**config.mk**
```make
export PLATFORM = sky130hd
export DESIGN_NAME = illm_row_deser
export DESIGN_NICKNAME = d
export VERILOG_FILES = /design/src/rtl/illm_row_deser.sv
export SDC_FILE = /design/constraint.sdc
export NUM_CORES = 1
export LEC_CHECK = 0
export CAP_MARGIN = 15
export CORE_UTILIZATION = 40
export CTS_CLUSTER_DIAMETER = 120
export DETAILED_ROUTE_END_ITERATION = 16
export GPL_ROUTABILITY_DRIVEN = 0
export GPL_TIMING_DRIVEN = 0
export PLACE_DENSITY = 0.7
export SLEW_MARGIN = 20
export SYNTH_ARGS = -nofsm -noshare
export SYNTH_HDL_FRONTEND = slang
export SYNTH_SLANG_ARGS = --single-unit
```
**constraint.sdc**
```tcl
create_clock -name clock -period 4.7 [get_ports clock]
set_clock_uncertainty 0.2 [all_clocks]
set_input_delay 0.705 -clock clock [delete_from_list [all_inputs] [get_ports clock]]
set_output_delay 0.705 -clock clock [all_outputs]
set_load 0.02 [all_outputs]
```
**src/rtl/illm_row_deser.sv**
```systemverilog
// Row deserializer for the Loeffler IDCT row stage.
// Gathers eight coefficient tokens and presents them as one row.
module illm_row_deser #(
  parameter int W = 16
) (
  input  logic         clock,
  input  logic         reset,
  input  logic [W-1:0] s_d,
  input  logic         s_v,
  input  logic         s_e,
  output logic         s_b,
  output logic [W-1:0] a0_d,
  output logic         a0_v,
  output logic         a0_e,
  input  logic         a0_b,
  output logic [W-1:0] a1_d,
  output logic         a1_v,
  output logic         a1_e,
  input  logic         a1_b,
  output logic [W-1:0] a2_d,
  output logic         a2_v,
  output logic         a2_e,
  input  logic         a2_b,
  output logic [W-1:0] a3_d,
  output logic         a3_v,
  output logic         a3_e,
  input  logic         a3_b,
  output logic [W-1:0] a4_d,
  output logic         a4_v,
  output logic         a4_e,
  input  logic         a4_b,
  output logic [W-1:0] a5_d,
  output logic         a5_v,
  output logic         a5_e,
  input  logic         a5_b,
  output logic [W-1:0] a6_d,
  output logic         a6_v,
  output logic         a6_e,
  input  logic         a6_b,
  output logic [W-1:0] a7_d,
  output logic         a7_v,
  output logic         a7_e,
  input  logic         a7_b,
  output logic         err
);

  typedef enum logic [1:0] {
    COLLECT,
    EMIT,
    EOSF,
    DONE
  } state_t;

  state_t         r_state;
  state_t         w_nxt;
  logic [2:0]     r_idx;
  logic           r_pend;
  logic           r_v;
  logic           r_e;
  logic           r_err;
  logic [W-1:0]   r_slot [8];
  logic           w_rdy;
  logic [7:0]     w_b;

  assign w_b = {a7_b, a6_b, a5_b, a4_b,
                a3_b, a2_b, a1_b, a0_b};
  // The row moves only when every consumer is ready.
  assign w_rdy = ~|w_b;

  assign s_b = (r_state != COLLECT);
  assign err = r_err;

  assign a0_d = r_slot[0];
  assign a1_d = r_slot[1];
  assign a2_d = r_slot[2];
  assign a3_d = r_slot[3];
  assign a4_d = r_slot[4];
  assign a5_d = r_slot[5];
  assign a6_d = r_slot[6];
  assign a7_d = r_slot[7];

  assign a0_v = r_v;
  assign a1_v = r_v;
  assign a2_v = r_v;
  assign a3_v = r_v;
  assign a4_v = r_v;
  assign a5_v = r_v;
  assign a6_v = r_v;
  assign a7_v = r_v;

  assign a0_e = r_e;
  assign a1_e = r_e;
  assign a2_e = r_e;
  assign a3_e = r_e;
  assign a4_e = r_e;
  assign a5_e = r_e;
  assign a6_e = r_e;
  assign a7_e = r_e;

  always_ff @(posedge clock) begin
    if (reset) r_state <= COLLECT;
    else       r_state <= w_nxt;
  end

  always_comb begin
    w_nxt = r_state;
    unique case (r_state)
      COLLECT: begin
        if (s_v) begin
          if (s_e)
            w_nxt = (r_idx == 3'd0) ? EOSF : EMIT;
          else if (r_idx == 3'd7)
            w_nxt = EMIT;
        end
      end
      EMIT: begin
        if (w_rdy)
          w_nxt = r_pend ? EOSF : COLLECT;
      end
      EOSF: begin
        if (w_rdy) w_nxt = DONE;
      end
      DONE:    w_nxt = DONE;
      default: w_nxt = COLLECT;
    endcase
  end

  always_ff @(posedge clock) begin
    if (reset) begin
      r_idx  <= '0;
      r_pend <= 1'b0;
      r_v    <= 1'b0;
      r_e    <= 1'b0;
      r_err  <= 1'b0;
      for (int k = 0; k < 8; k++)
        r_slot[k] <= '0;
    end else begin
      unique case (r_state)
        COLLECT: begin
          if (s_v && !s_e) begin
            r_slot[r_idx] <= s_d;
            if (r_idx == 3'd7) r_v <= 1'b1;
            else r_idx <= r_idx + 3'd1;
          end else if (s_v && (r_idx == 3'd0)) begin
            for (int k = 0; k < 8; k++)
              r_slot[k] <= '0;
            r_v <= 1'b1;
            r_e <= 1'b1;
          end else if (s_v) begin
            // Truncated row: pad the tail, send it, then EOS.
            for (int k = 0; k < 8; k++)
              if (3'(k) >= r_idx) r_slot[k] <= '0;
            r_err  <= 1'b1;
            r_pend <= 1'b1;
            r_v    <= 1'b1;
          end
        end
        EMIT: begin
          if (w_rdy) begin
            r_idx <= '0;
            if (r_pend) begin
              r_pend <= 1'b0;
              r_e    <= 1'b1;
              for (int k = 0; k < 8; k++)
                r_slot[k] <= '0;
            end else begin
              r_v <= 1'b0;
            end
          end
        end
        EOSF: begin
          if (w_rdy) begin
            r_v <= 1'b0;
            r_e <= 1'b0;
          end
        end
        default: ;
      endcase
    end
  end

endmodule

```
==> results.md <==
- Fmax: roughly 0.33 GHz
- DRT antenna net count: 0
- Layout Nets: 721
- Cells after synthesis: approximately 500
- Tcrit/Tclk final: 0.6443
- Cell area after layout: ~8400 um2
- Rel. slew slack: 0.4466
- Most frequent cells in the layout: clkdlybuf4s50_1, and2_1, edfxtp_1
- Worst hold path type: flip-flop to flip-flop
- DP HPWL: around 11 mm
- Layout Area Growth over Synthesis: 44.53%
- Post-synth top flop: edfxtp_1
- PD cells: approximately 460 nW/um2
- H-Tree Level Count: 4
- Leakage power: between 0.003 and 0.004 uW
- Final Power: between 3000 and 4000 uW
- Vias: roughly 4500
- Setup TNS: 0 ns
- Post-layout min period: 3.028 ns
- Worst Path Arrival: approximately 2.9 ns
- DP Area: 7757 um2
- # resized after CTS: 0
- Root buf cell: clkbuf_16
- Initial Util: 0.4138
- Wire per inst: 18.02 um
- Status: complete, no violations
- Slew @ Worst Pin: between 0.8 and 0.9 ns
- Total congestion overflow: 0
- Worst setup margin: about 1.7 ns
- Clk sinks: ~140
- Vias in the first global route: about 4400
- Worst vdd ir: 243.1 uV
- Post CTS Setup Buffer Count: 0
- Initial antenna violation count: 0
- CP Class: input pin to flip-flop
- Die area: 15010 um2
- Kind of end point of the critical path: flip-flop
- Largest net degree at the start of global routing: 17
- Synthesized Nets: 530
- TritonRoute pass-1 iters: 4
- Final slew viol count: 0
- Die width: 122.5 um
- DRT iter0 DRCs: roughly 380
- RSZ-0062 raised after global routing: no
- I/O Buffers: around 170
- Place WS: 1.258 ns
- Cell variety after synth: 51
- Overall routing resource usage: 0.2150
- Fin util: 0.5981
- Vias per std cell: around 5.1
- Post-synth ARST share: 0
- Synth warn: 0
- IO Pins: between 150 and 200
- Max-Cap Viols: 0
- Core area: between 10000 and 15000 um2
- Syn_area_per_cell: around 12 um2
- CP max FO: 16
- Post-synth EDFFs: 80
- Clk Latency, worst-skew pair: between 0.4 and 0.5 ns
- Total CTS buffers: 17
- Syn Std Cell Area: between 5000 and 6000 um2
- Register bit count reported by yosys: around 140
- DRC: 0
- Final Hold Vio Count: 0
- Post-Route WL: between 15 and 20 mm
- Required time worst endpoint: about 4.6 ns
- Sequential area share after synthesis: 0.6098
- Clk buf depth: 2
- Die height: between 100 and 150 um
- Final setup vio count: 0
- Row count: 43
- Hold-fix buffers, CTS: 0
- Clock slew at reported path FFs: 0.06 ns
- First-pass GRT wire length: approximately 24 mm
- Antenna diodes: 0
- Share of cells above drive strength 1: 0.1103
- Commonest non-fill, non-tap cell in the layout: clkdlybuf4s50_1
- CP startpoint kind: input pin
- CTS tree: yes
## layout make-up
class | instances | area [um2]
Tap cell | 180 | 225.2
Timing Repair Buffer | 172 | 1722
Inverter | 7 | 26.28
Clock buffer | 21 | 525.5
Clock inverter | 11 | 115.1
Fill cell | 1100 | 5644
Multi-Input combinational cell | 306 | 1971
Buffer | 44 | 270.3
Sequential cell | 137 | 3543
## layer usage
metal  global-route usage  vias to the layer above  share of wire
met5                    0                        -              0
met4              0.09299                        0          0.020
met3              0.04879                       28          0.063
met2               0.3532                      198           0.49
met1               0.2709                     2129           0.43
li1                     -                     2151              -
## where the power goes
part | internal, uW | switching (uW) | leakage (uW)
Clock | 869 | 538 | 0.000320
Sequential | 1410 | 57.8 | 0.00131
Combinational | 422 | 550 | 0.00149
## final timing paths
| kind | start | slack [ns] | end | cells past startpoint |
|---|---|---|---|---|
| setup / recovery | s_v | 1.67 | r_slot[3][11] | 6 |
| hold reg to reg | r_slot[7][1] | 0.27 | r_slot[7][1] | 2 |
| hold / removal | r_slot[7][1] | 0.27 | r_slot[7][1] | 2 |
| setup reg to reg | r_idx[0] | 1.89 | r_slot[0][0] | 6 |
## Yosys cell counts, drive strengths merged, types with 3 or more instances
| cell | number | area (um2) |
|---|---|---|
| a211oi | 4 | 35.03 |
| ha | 8 | 100.1 |
| a211o | 3 | 26.28 |
| nand2 | 30 | 112.6 |
| or4 | 3 | 30.03 |
| nor2b | 17 | 106.4 |
| inv | 7 | 26.28 |
| dfxtp | 57 | 1141 |
| nor4 | 7 | 65.06 |
| clkbuf | 18 | 71.31 |
| nor2 | 10 | 40.04 |
| a21oi | 40 | 204.0 |
| edfxtp | 80 | 2402 |
| nand4 | 16 | 100.1 |
| nand3 | 20 | 100.1 |
| nor3 | 8 | 77.57 |
| o21ai | 21 | 105.1 |
| buf | 26 | 198.9 |
| and2 | 81 | 506.7 |
| a22o | 16 | 140.1 |
| or3 | 3 | 18.77 |
## critical path: stages
cell and delay [ns]:
clkdlybuf4s50_1 0.66, and4bb_2 0.33, buf_6 0.16, nand2_1 0.13, nor2_2 0.29, or3_1 0.59
## sequential cells by signal, summed over array words and instances, names as in the netlist
name	count
r_idx	3
err	1
r_state	2
a0_e	1
a0_v	1
r_slot	128
r_pend	1
## cells by family after synthesis
family	after synthesis	share of synthesized area
buf+inv	51	0.05103
simple gates	204	0.2173
flops	137	0.6098
compound gates	94	0.1047
fa+ha+maj	8	0.01723
## through the flow
stage | hold WS [ns] | cells
finish | 0.2737 | 878
global route | 0.2994 | 878
CTS | 0.2754 | 878
detailed placement | 0.2649 | 846
global placement | 0.2607 | 846
floorplan | 0.3157 | 494
No activity file was read; power rests on OpenSTA's default activity.
